$ cat src/rtl/north_rdata_pkt_if.sv
// north_rdata_pkt_if: read-data and stream handshake bundle for north_rdata_pkt.
//   gdma_ddr_r*   : DDR read-data channel (rdata/rlast/rresp/rvalid in, rready out of the design)
//   gdma2gtp_t*   : outbound stream (tdata/tvalid/tlast out of the design, tready in)
// master: the packetiser side; slave: the environment (DDR read source + stream sink).
interface north_rdata_pkt_if #(
  parameter int DATA_W = 32
) ();
  logic [DATA_W-1:0] gdma_ddr_rdata;
  logic              gdma_ddr_rlast;
  logic [1:0]        gdma_ddr_rresp;
  logic              gdma_ddr_rvalid;
  logic              gdma_ddr_rready;
  logic [DATA_W-1:0] gdma2gtp_tdata;
  logic              gdma2gtp_tvalid;
  logic              gdma2gtp_tready;
  logic              gdma2gtp_tlast;

  modport master (
    input  gdma_ddr_rdata, gdma_ddr_rlast, gdma_ddr_rresp, gdma_ddr_rvalid,
    output gdma_ddr_rready,
    output gdma2gtp_tdata, gdma2gtp_tvalid, gdma2gtp_tlast,
    input  gdma2gtp_tready
  );

  modport slave (
    output gdma_ddr_rdata, gdma_ddr_rlast, gdma_ddr_rresp, gdma_ddr_rvalid,
    input  gdma_ddr_rready,
    input  gdma2gtp_tdata, gdma2gtp_tvalid, gdma2gtp_tlast,
    output gdma2gtp_tready
  );
endinterface

$ cat src/rtl/north_rdata_pkt.sv
// north_rdata_pkt: forwards DDR read beats to a stream, either straight through
// (bypass) or packetised as [header, n payload beats] with a programmable gap.
// Ports:
//   clk, rst                  clock, async active-high reset
//   length, op_start          transfer size in bytes, one-cycle start pulse
//   gdma_addr_done            address side finished
//   gdma_done                 transfer complete / idle
//   gdma_speed_divider        inter-packet gap in cycles
//   gdma_package_bypass       bypass request (ORed with extern_spike, latched at start)
//   extern_spike              forces bypass
//   resp_err                  sticky read-error flag, cleared on op_start
//   bus                       read channel + stream (north_rdata_pkt_if.master)
module north_rdata_pkt #(
  parameter int DATA_W     = 32,
  parameter int FIFO_DEPTH = 16,
  parameter int PKT_BEATS  = 64
) (
  input  logic        clk,
  input  logic        rst,
  input  logic [31:0] length,
  input  logic        op_start,
  input  logic        gdma_addr_done,
  output logic        gdma_done,
  input  logic [31:0] gdma_speed_divider,
  input  logic        gdma_package_bypass,
  input  logic        extern_spike,
  output logic        resp_err,
  north_rdata_pkt_if.master bus
);
  localparam int AW    = $clog2(FIFO_DEPTH);
  localparam int SHIFT = $clog2(DATA_W / 8);

  typedef enum logic [1:0] {IDLE, HEAD, PAY, GAP} state_t;

  state_t            state_q;
  logic              byp_q, started_q;
  logic [31:0]       beats_q, acc_q, rem_q, gap_q;
  logic [23:0]       pay_left_q;
  logic [DATA_W-1:0] mem [FIFO_DEPTH];
  logic [AW:0]       wp_q, rp_q, fifo_cnt;
  logic              fifo_full, fifo_empty, beyond, accept, take;
  logic              fifo_wr, fifo_rd, out_hs, all_acc, done_cond;
  logic [31:0]       acc_next;
  logic [23:0]       n_w;
  logic [DATA_W-1:0] hdr_w;
  logic              unused_rlast;

  assign unused_rlast = bus.gdma_ddr_rlast;

  assign fifo_cnt   = wp_q - rp_q;
  assign fifo_full  = (fifo_cnt == (AW+1)'(FIFO_DEPTH));
  assign fifo_empty = (fifo_cnt == '0);

  assign beyond = (acc_q >= beats_q);
  assign bus.gdma_ddr_rready = byp_q ? bus.gdma2gtp_tready : (started_q & ~fifo_full);
  // op_start wins over a same-cycle beat: the beat is neither counted nor stored.
  assign accept  = bus.gdma_ddr_rvalid & bus.gdma_ddr_rready & ~op_start;
  assign take    = accept & ~beyond;
  assign fifo_wr = take & ~byp_q;
  assign out_hs  = bus.gdma2gtp_tvalid & bus.gdma2gtp_tready;
  assign fifo_rd = ~byp_q & (state_q == PAY) & out_hs & ~op_start;

  assign acc_next  = acc_q + {31'd0, take};
  assign all_acc   = (acc_next >= beats_q);
  assign done_cond = gdma_addr_done & all_acc &
                     (byp_q | (fifo_empty & (state_q == IDLE) & (rem_q == '0)));

  // rem_q is constant while in HEAD, so the header stays stable under backpressure.
  assign n_w = (rem_q > 32'(PKT_BEATS)) ? 24'(PKT_BEATS) : rem_q[23:0];

  always_comb begin
    hdr_w                 = '0;
    hdr_w[DATA_W-1 -: 8]  = 8'hA5;
    hdr_w[23:0]           = n_w;
  end

  always_comb begin
    bus.gdma2gtp_tdata  = '0;
    bus.gdma2gtp_tvalid = 1'b0;
    bus.gdma2gtp_tlast  = 1'b0;
    if (byp_q) begin
      bus.gdma2gtp_tdata  = bus.gdma_ddr_rdata;
      bus.gdma2gtp_tvalid = bus.gdma_ddr_rvalid & ~beyond;
    end else begin
      case (state_q)
        HEAD: begin
          bus.gdma2gtp_tdata  = hdr_w;
          bus.gdma2gtp_tvalid = 1'b1;
        end
        PAY: begin
          bus.gdma2gtp_tdata  = mem[rp_q[AW-1:0]];
          bus.gdma2gtp_tvalid = ~fifo_empty;
          bus.gdma2gtp_tlast  = (pay_left_q == 24'd1);
        end
        default: ;
      endcase
    end
  end

  always_ff @(posedge clk) begin
    if (fifo_wr) mem[wp_q[AW-1:0]] <= bus.gdma_ddr_rdata;
  end

  always_ff @(posedge clk or posedge rst) begin
    if (rst) begin
      state_q    <= IDLE;
      byp_q      <= 1'b0;
      started_q  <= 1'b0;
      beats_q    <= '0;
      acc_q      <= '0;
      rem_q      <= '0;
      gap_q      <= '0;
      pay_left_q <= '0;
      wp_q       <= '0;
      rp_q       <= '0;
      gdma_done  <= 1'b1;
      resp_err   <= 1'b0;
    end else if (op_start) begin
      state_q    <= IDLE;
      byp_q      <= gdma_package_bypass | extern_spike;
      started_q  <= 1'b1;
      beats_q    <= length >> SHIFT;
      rem_q      <= length >> SHIFT;
      acc_q      <= '0;
      gap_q      <= '0;
      pay_left_q <= '0;
      wp_q       <= '0;
      rp_q       <= '0;
      gdma_done  <= 1'b0;
      resp_err   <= 1'b0;
    end else begin
      if (accept && bus.gdma_ddr_rresp != 2'b00) resp_err <= 1'b1;
      if (take)      acc_q     <= acc_next;
      if (fifo_wr)   wp_q      <= wp_q + 1'b1;
      if (fifo_rd)   rp_q      <= rp_q + 1'b1;
      if (done_cond) gdma_done <= 1'b1;
      // The IDLE check (data pending, FIFO non-empty) is folded into the PAY and
      // GAP exits so the header follows the gap with no extra idle cycle.
      case (state_q)
        IDLE: if (!byp_q && rem_q != '0 && !fifo_empty) state_q <= HEAD;
        HEAD: if (bus.gdma2gtp_tready) begin
          state_q    <= PAY;
          pay_left_q <= n_w;
        end
        PAY: if (fifo_rd) begin
          rem_q      <= rem_q - 1'b1;
          pay_left_q <= pay_left_q - 1'b1;
          if (pay_left_q == 24'd1) begin
            if (gdma_speed_divider != '0) begin
              state_q <= GAP;
              gap_q   <= gdma_speed_divider;
            end else if (rem_q > 32'd1 && (fifo_cnt > (AW+1)'(1) || fifo_wr)) begin
              state_q <= HEAD;
            end else begin
              state_q <= IDLE;
            end
          end
        end
        GAP: begin
          if (gap_q <= 32'd1) state_q <= (rem_q != '0 && !fifo_empty) ? HEAD : IDLE;
          else                gap_q   <= gap_q - 1'b1;
        end
        default: state_q <= IDLE;
      endcase
    end
  end
endmodule

$ cat src/flat_wrapper.sv
// flat-port wrapper written by rule: the top's interface ports become plain ports
module north_rdata_pkt_flat 
#(
  parameter int DATA_W     = 32,
  parameter int FIFO_DEPTH = 16,
  parameter int PKT_BEATS  = 64
)
  (clk, rst, length, op_start, gdma_addr_done, gdma_done, gdma_speed_divider, gdma_package_bypass, extern_spike, resp_err, bus_gdma_ddr_rdata, bus_gdma_ddr_rlast, bus_gdma_ddr_rresp, bus_gdma_ddr_rvalid, bus_gdma_ddr_rready, bus_gdma2gtp_tdata, bus_gdma2gtp_tvalid, bus_gdma2gtp_tlast, bus_gdma2gtp_tready);
  north_rdata_pkt_if #(.DATA_W(DATA_W)) bus_i ();
  input  logic clk;
  input  logic rst;
  input  logic [31:0] length;
  input  logic op_start;
  input  logic gdma_addr_done;
  output logic gdma_done;
  input  logic [31:0] gdma_speed_divider;
  input  logic gdma_package_bypass;
  input  logic extern_spike;
  output logic resp_err;
  input wire logic [$bits(bus_i.gdma_ddr_rdata)-1:0] bus_gdma_ddr_rdata;
  input wire logic [$bits(bus_i.gdma_ddr_rlast)-1:0] bus_gdma_ddr_rlast;
  input wire logic [$bits(bus_i.gdma_ddr_rresp)-1:0] bus_gdma_ddr_rresp;
  input wire logic [$bits(bus_i.gdma_ddr_rvalid)-1:0] bus_gdma_ddr_rvalid;
  output wire logic [$bits(bus_i.gdma_ddr_rready)-1:0] bus_gdma_ddr_rready;
  output wire logic [$bits(bus_i.gdma2gtp_tdata)-1:0] bus_gdma2gtp_tdata;
  output wire logic [$bits(bus_i.gdma2gtp_tvalid)-1:0] bus_gdma2gtp_tvalid;
  output wire logic [$bits(bus_i.gdma2gtp_tlast)-1:0] bus_gdma2gtp_tlast;
  input wire logic [$bits(bus_i.gdma2gtp_tready)-1:0] bus_gdma2gtp_tready;
  assign bus_i.gdma_ddr_rdata = bus_gdma_ddr_rdata;
  assign bus_i.gdma_ddr_rlast = bus_gdma_ddr_rlast;
  assign bus_i.gdma_ddr_rresp = bus_gdma_ddr_rresp;
  assign bus_i.gdma_ddr_rvalid = bus_gdma_ddr_rvalid;
  assign bus_gdma_ddr_rready = bus_i.gdma_ddr_rready;
  assign bus_gdma2gtp_tdata = bus_i.gdma2gtp_tdata;
  assign bus_gdma2gtp_tvalid = bus_i.gdma2gtp_tvalid;
  assign bus_gdma2gtp_tlast = bus_i.gdma2gtp_tlast;
  assign bus_i.gdma2gtp_tready = bus_gdma2gtp_tready;
  north_rdata_pkt #(.DATA_W(DATA_W), .FIFO_DEPTH(FIFO_DEPTH), .PKT_BEATS(PKT_BEATS)) u_core (.clk(clk), .rst(rst), .length(length), .op_start(op_start), .gdma_addr_done(gdma_addr_done), .gdma_done(gdma_done), .gdma_speed_divider(gdma_speed_divider), .gdma_package_bypass(gdma_package_bypass), .extern_spike(extern_spike), .resp_err(resp_err), .bus(bus_i));
endmodule
$ cat config.mk
export PLATFORM = sky130hd
export DESIGN_NAME = north_rdata_pkt_flat
export DESIGN_NICKNAME = d
export VERILOG_FILES = /design/src/rtl/north_rdata_pkt_if.sv /design/src/rtl/north_rdata_pkt.sv /design/src/flat_wrapper.sv
export SDC_FILE = /design/constraint.sdc
export NUM_CORES = 1
export LEC_CHECK = 0
export ABC_AREA = 1
export ABC_CLOCK_PERIOD_IN_PS = 7200
export CAP_MARGIN = 5
export CORE_ASPECT_RATIO = 1.5
export CORE_UTILIZATION = 30
export CTS_CLUSTER_SIZE = 8
export DETAILED_ROUTE_END_ITERATION = 10
export PLACE_DENSITY = 0.51
export REMOVE_ABC_BUFFERS = 1
export SETUP_SLACK_MARGIN = 0.5
export SYNTH_ARGS = -nofsm -noshare
export SYNTH_HDL_FRONTEND = slang
export SYNTH_SLANG_ARGS = --single-unit
$ cat constraint.sdc
create_clock -name clk -period 7.2 [get_ports clk]
set_input_delay 0.72 -clock clk [delete_from_list [all_inputs] [get_ports clk]]
set_output_delay 0.72 -clock clk [all_outputs]
set_load 0.01 [all_outputs]
# After elaboration in Yosys (flattened, before gate mapping)
# Memories as Yosys holds them, arrays and structs flattened.
# Cells that the tools add are included.
dict set report word_totals {
  mem_bits_rw 512
  reg_bits 166
  input_bits 107
  output_inout_bits 37
  memories 1
}
# name words word_bits rd rd_ports_with_merged_regs write_ports line_no
set mem_list {}
lappend mem_list {u_core.mem 16 32 1 0 1 north_rdata_pkt.sv:39} ;# logic [DATA_W-1:0] mem [FIFO_DEPTH];
dict set report classes {
  reduce_logical 26
  order_cmp 6
  n_bitwise 21
  eq_ne 12
  mux 43
  n_addsub 7
}
# cell count
set op_table {}
lappend op_table {{$mux W32} 11}
lappend op_table {{$pmux W32 S2} 2}
lappend op_table {{$mux W24} 4}
lappend op_table {{$ge A32 B30 Y1} 2}
lappend op_table {{$reduce_bool A32 Y1} 2}
lappend op_table {{$sub A32 B1 Y32 const B} 2}
lappend op_table {{$pmux W24 S2} 1}
lappend op_table {{$add A32 B1 Y32} 1}
lappend op_table {{$gt A32 B1 Y1 const B} 1}
lappend op_table {{$gt A32 B7 Y1 const B} 1}
lappend op_table {{$le A32 B1 Y1 const B} 1}
lappend op_table {{$logic_not A32 Y1} 1}
lappend op_table {{$eq A24 B1 Y1 const B} 1}
lappend op_table {{$sub A24 B1 Y24 const B} 1}
lappend op_table {{$mux W5} 4}
lappend op_table {{$ne A3 B3 Y1 const B} 5}
lappend op_table {{$and A1 B1 Y1} 14}
lappend op_table {{$mux W2} 7}
lappend op_table {{$reduce_bool A2 Y1} 7}
lappend op_table {{$mux W1} 12}
lappend op_table {{$add A5 B1 Y5 const B} 2}
lappend op_table {{$reduce_and A5 Y1} 2}
lappend op_table {{$pmux W2 S4} 1}
lappend op_table {{$ne A3 B2 Y1 const B} 2}
lappend op_table {{other kinds (16)} 28}

# Longest topological paths before layout
dict set report logic_depth {
  word_depth 17
  mapped_depth 38
}

# Least setup slack after synthesis
# Ideal clock, no wire load.
dict set report synth_path {
  path_kind {reg-to-reg}
  startpoint {reg u_core.rp_q[2]}
  endpoint {reg u_core.gdma_done}
  stages_incl_launch_ff 34
  setup_ns 0.073
  t_arrival_ns 4.921
  setup_slack_ns 2.206
  required_ns 7.127
  synth_period_minus_slack_ns 4.994
  path_cell_list {dfrtp_1 clkbuf_1 inv_1 clkbuf_1 ha_1 a21oi_1 nand3_1 nand2_1 nor2_2 nand2_1 nand2_1 nand2_1 nand3_1 nor2_2 buf_1 ha_1 ha_1 nand3_2 nor2_2 nand3_1 nor2_2 nand4_1 nand2b_4 nor2_2 xor2_1 inv_1 ha_1 nand4_1 o221a_2 nor2_1 nor2_1 nand3_1 nand2_1 a21oi_1}
}
dict set report synth_between {
  elab_chain_len 13
  word_cells_on_any_way 17
  cone_classes {2 x add/sub; 1 x order compare; 1 x eq/ne; 1 x mux; 10 x bitwise; 2 x reduce/logical}
}
# element line_no
set synth_lines {}
lappend synth_lines {{from (decl)} north_rdata_pkt.sv:40} ;# logic [AW:0] wp_q, rp_q, fifo_cnt;
lappend synth_lines {{from (signal assigned)} north_rdata_pkt.sv:135} ;# if (fifo_rd) rp_q <= rp_q + 1'b1;
lappend synth_lines {{$sub A5 B5 Y5} north_rdata_pkt.sv:50} ;# assign fifo_cnt = wp_q - rp_q;
lappend synth_lines {{$eq A5 B5 Y1} north_rdata_pkt.sv:51} ;# assign fifo_full = (fifo_cnt == (AW+1)'(FIFO_DEPTH));
lappend synth_lines {{$not A1 Y1} north_rdata_pkt.sv:55} ;# assign bus.gdma_ddr_rready = byp_q ? bus.gdma2gtp_tready : (started_q & ~fifo_full);
lappend synth_lines {{$and A1 B1 Y1} north_rdata_pkt.sv:55}
lappend synth_lines {{$mux W1} north_rdata_pkt.sv:55}
lappend synth_lines {{net bus_gdma_ddr_rready} flat_wrapper.sv:24} ;# output wire logic [$bits(bus_i.gdma_ddr_rready)-1:0] bus_gdma_ddr_rready;
lappend synth_lines {{$and A1 B1 Y1 (2 in series)} north_rdata_pkt.sv:57} ;# assign accept = bus.gdma_ddr_rvalid & bus.gdma_ddr_rready & ~op_start;
lappend synth_lines {{$and A1 B1 Y1} north_rdata_pkt.sv:58} ;# assign take = accept & ~beyond;
lappend synth_lines {{$add A32 B1 Y32} north_rdata_pkt.sv:63} ;# assign acc_next = acc_q + {31'd0, take};
lappend synth_lines {{$ge A32 B30 Y1} north_rdata_pkt.sv:64} ;# assign all_acc = (acc_next >= beats_q);
lappend synth_lines {{$and A1 B1 Y1 (2 in series)} north_rdata_pkt.sv:65} ;# assign done_cond = gdma_addr_done & all_acc &
lappend synth_lines {{$reduce_bool A2 Y1 (no source line)} -}
lappend synth_lines {{to (signal assigned)} north_rdata_pkt.sv:116} ;# gdma_done <= 1'b1;
lappend synth_lines {{to (signal assigned)} north_rdata_pkt.sv:129} ;# gdma_done <= 1'b0;
lappend synth_lines {{to (signal assigned)} north_rdata_pkt.sv:136} ;# if (done_cond) gdma_done <= 1'b1;
lappend synth_lines {{to (decl)} north_rdata_pkt.sv:23} ;# output logic gdma_done,
# The timed path passes the listed nets, and every way through them passes these cells.
# A chain may end at the register's enable or synchronous reset.

# Final worst setup path
dict set report layout_path {
  startpoint {reg u_core.wp_q[0]}
  endpoint {reg u_core.gdma_done}
}
dict set report layout_between {
  elab_chain_len 13
  word_cells_on_any_way 17
  cone_classes {2 x add/sub; 1 x order compare; 1 x eq/ne; 1 x mux; 10 x bitwise; 2 x reduce/logical}
}
# element line_no
set layout_lines {}
lappend layout_lines {{from (decl)} north_rdata_pkt.sv:40}
lappend layout_lines {{from (signal assigned)} north_rdata_pkt.sv:134} ;# if (fifo_wr) wp_q <= wp_q + 1'b1;
lappend layout_lines {{$sub A5 B5 Y5 *} north_rdata_pkt.sv:50}
lappend layout_lines {{$eq A5 B5 Y1} north_rdata_pkt.sv:51}
lappend layout_lines {{$not A1 Y1} north_rdata_pkt.sv:55}
lappend layout_lines {{$and A1 B1 Y1} north_rdata_pkt.sv:55}
lappend layout_lines {{$mux W1} north_rdata_pkt.sv:55}
lappend layout_lines {{$and A1 B1 Y1 (2 in series)} north_rdata_pkt.sv:57}
lappend layout_lines {{$and A1 B1 Y1} north_rdata_pkt.sv:58}
lappend layout_lines {{$add A32 B1 Y32} north_rdata_pkt.sv:63}
lappend layout_lines {{$ge A32 B30 Y1} north_rdata_pkt.sv:64}
lappend layout_lines {{$and A1 B1 Y1} north_rdata_pkt.sv:65}
lappend layout_lines {{$and A1 B1 Y1 *} north_rdata_pkt.sv:65}
lappend layout_lines {{$reduce_bool A2 Y1 (no source line) *} -}
# Mark *: on every way between the ends. The rest lies on a longest branch, timed or not.

==> reports/results.ini <==
[global_route]
grt_max_degree = 104
use_met1_pct = 20.5
busiest_layer = met2
gr-usage-met3_pct = 3.05
grt_usage_pct = 17.3
grtUsageMet2_pct = 31.3
grt_pass1_wl_mm = 141
grt_pass1_vias = 23100
antenna_found_initial = 8
overflow = 0

[pwr]
irDropWorstVdd_uv = 192
p_switching_mw = 2.75
p_per_area_mw_per_mm2 = 267
p_int_mw = 7.28
p_leak_nw = 13.8
pwr-share-seq_pct = 45.2
clkPwrFrac_pct = 40.8
swShare_pct = 27.4
pwr-share-comb_pct = 14.0
p_total_mw = 10.0

[logic_synthesis]
seq_area_frac_synth_pct = 61.1
postSynthRegisterBits = 678
synth_area_sq_mm = 0.0320
yosys.area.top_type = edfxtp_1
synth.avg_cell_area_sq_um = 10.3
synth_area_leaders = edfxtp_1, dfrtp_1, o21ai_0
synth_async_sr_flop_share_pct = 24.5
synth_warnings = 0
synth.distinct_cells = 59
ys_top_cells_by_count = edfxtp_1, nor2_1, o21ai_0, nand2_1, inv_1
ys.flop_type = edfxtp_1
netlist.area_leader.share_pct = 48.1
synth_edf_count = 512
syn_inst = 3119
yosysMostFrequentCell = edfxtp_1

[die]
ios = 144
initial_core_util_pct = 30.3
die_height_um = 402
core-area_sq_mm = 0.106
die_w_um = 269
rows = 146
die_area_sq_mm = 0.108

[clock_network]
clk_path_buf_depth = 3
holdBufCountCts = 0
cts_made_buffers = 95
path_clk_slew_ns = 0.06
numClockSinks = 678
clockRootBuffer = clkbuf_16
cts_setup_buffers = 0
cts_tree = yes
clk-insertion-delay-late_ns = 0.64
htree_num_levels = 3
cts.repair.resized = 0

[timing]
fin_crit_ns = 5.48
finalHoldViolations = 0
fmax_mhz = 182
setup-violations-final = 0
tightest_slew_ns = 1.14
rsz0062_at_grt = false
slew_headroom_pct = 24.3
fin_skew_ns = 0.0252
maxSlewViolCount = 0
whs_ns = 0.452
final.period_utilization_pct = 76.1

[worst_setup_path]
crit_required_ns = 7.75
crit_type = reg -> reg
crit_slowest_cell = dfrtp_1
cpPeakStageDelay_ns = 0.43
arrival_ns = 6.04
crit_top_cell = nand2_1
path_max_fanout = 13
start_kind = register
end_kind = register

[finish]
stdcell_count = 4688
fin_area_sq_mm = 0.0376
final_core_util_pct = 35.6
area_growth_syn_to_layout_pct = 17.6
num-fill-cells = 10600
seqCellArea_sq_mm = 0.0195
drive_gt1_share_pct = 7.35
multi_input_area_sq_mm = 0.0110
final_nets = 3432

[route]
via_count = 23300
drc_errors = 0
detail_route.wl_per_cell_um = 20.0
drtPass1Iterations = 5
drtIter0Drc = 1436
viasPerCell = 4.97
drt-total-wl_mm = 93.6
antenna_left = 0

[place]
placed_cells = 4551
hpwl_mm = 56.3
port-buffer-count = 140
placed_cell_area_sq_mm = 0.0349
place_congestion = 0.818

[status]
status = complete, no violations

[run]
maxCapViolations = 0

[min_path]
min_path_type = reg -> reg

critical path: cells and delay by family (launching register included):
kind / cells / cell delay [ns]
buffers and inverters: 3 / 0.39
DFF: 1 / 0.43
AOI/OAI and AO/OA: 1 / 0.12
adders and majority gates: 5 / 1.39
xor gates and xnor gates: 1 / 0.19
and+or+nand+nor: 22 / 2.88
per-stage QoR:
step	setup TNS, ns	setup slack (ns)
after floorplan	-261.36	-1.43
after global placement	0	1.66
after detailed placement	0	1.64
after CTS	0	1.62
after global routing	0	1.19
final	0	1.72
logic make-up after synthesis:
logic type,Yosys count,share of synthesized area [%]
xor gates and xnor gates,48,1.31
buffers and inverters,391,4.85
DFF,678,61.1
AOI/OAI and AO/OA,800,14.7
and+or+nand+nor,1119,14.8
adders and majority gates,83,3.27
worst paths after layout:
kind / start / to / slack, ns / cells past startpoint
min in group asynchronous: rst / u_core.acc_q[27] / 0.50 / 2
max reg2reg: u_core.wp_q[0] / u_core.gdma_done / 1.72 / 32
min: u_core.started_q / u_core.started_q / 0.45 / 2
max in group asynchronous: rst / u_core.byp_q / 5.33 / 3
max: u_core.wp_q[0] / u_core.gdma_done / 1.72 / 32
min reg2reg: u_core.started_q / u_core.started_q / 0.45 / 2
placed cells by master, fill, tap and decap left out, drive strengths merged, types with 3 or more instances in the layout:
cell	instances
o21a	3
inv	232
a211oi	3
edfxtp	512
a32o	15
dfrtp	165
o31ai	3
and3	3
xnor2	6
clkbuf	130
a22oi	11
clkinv	5
a31oi	5
buf	45
a22o	9
nor4	21
nand3	102
nand2	422
a21o	3
nand4	31
nor2	485
xor2	42
o211ai	33
nand3b	6
o22ai	104
o21ai	476
a21oi	80
o221ai	45
nor3	46
clkdlybuf4s50	139
ha	82
layout make-up:
cell class,count,area share [%]
antenna,2,0.0133
clock buffer,130,6.81
clock inverter,5,0.266
inverter,233,2.36
multi-input combinational,2050,29.3
sequential,678,52.0
tap,1406,4.68
timing repair buffer,184,4.59
flip-flops by register name (all words and copies together), names as in the netlist:
| signal | flops |
|---|---|
| u_core.pay_left_q | 24 |
| u_core.gdma_done | 1 |
| u_core.acc_q | 32 |
| u_core.gap_q | 32 |
| u_core.beats_q | 30 |
| u_core.wp_q | 5 |
| u_core.resp_err | 1 |
| u_core.rem_q | 32 |
| u_core.rp_q | 5 |
| u_core.started_q | 1 |
| u_core.mem | 512 |
| u_core.byp_q | 1 |
| u_core.state_q | 2 |
routing by layer:
| layer | part of all wire, % | wire, um |
|---|---|---|
| met1 | 41 | 38000 |
| met2 | 52 | 48600 |
| met3 | 5.0 | 4660 |
| met4 | 2.5 | 2320 |
| met5 | 0.068 | 64 |
power by group through the flow:
| stage | logic [mW] | registers, mW | clock network [mW] |
|---|---|---|---|
| floorplan | 0.927 | 4.56 | 0 |
| global placement | 1.40 | 4.60 | 0 |
| detailed placement | 1.41 | 4.60 | 0 |
| CTS | 1.42 | 4.53 | 4.20 |
| global route | 1.60 | 4.55 | 4.35 |
| finish | 1.41 | 4.53 | 4.10 |
Power figures use the tool's default switching activity.
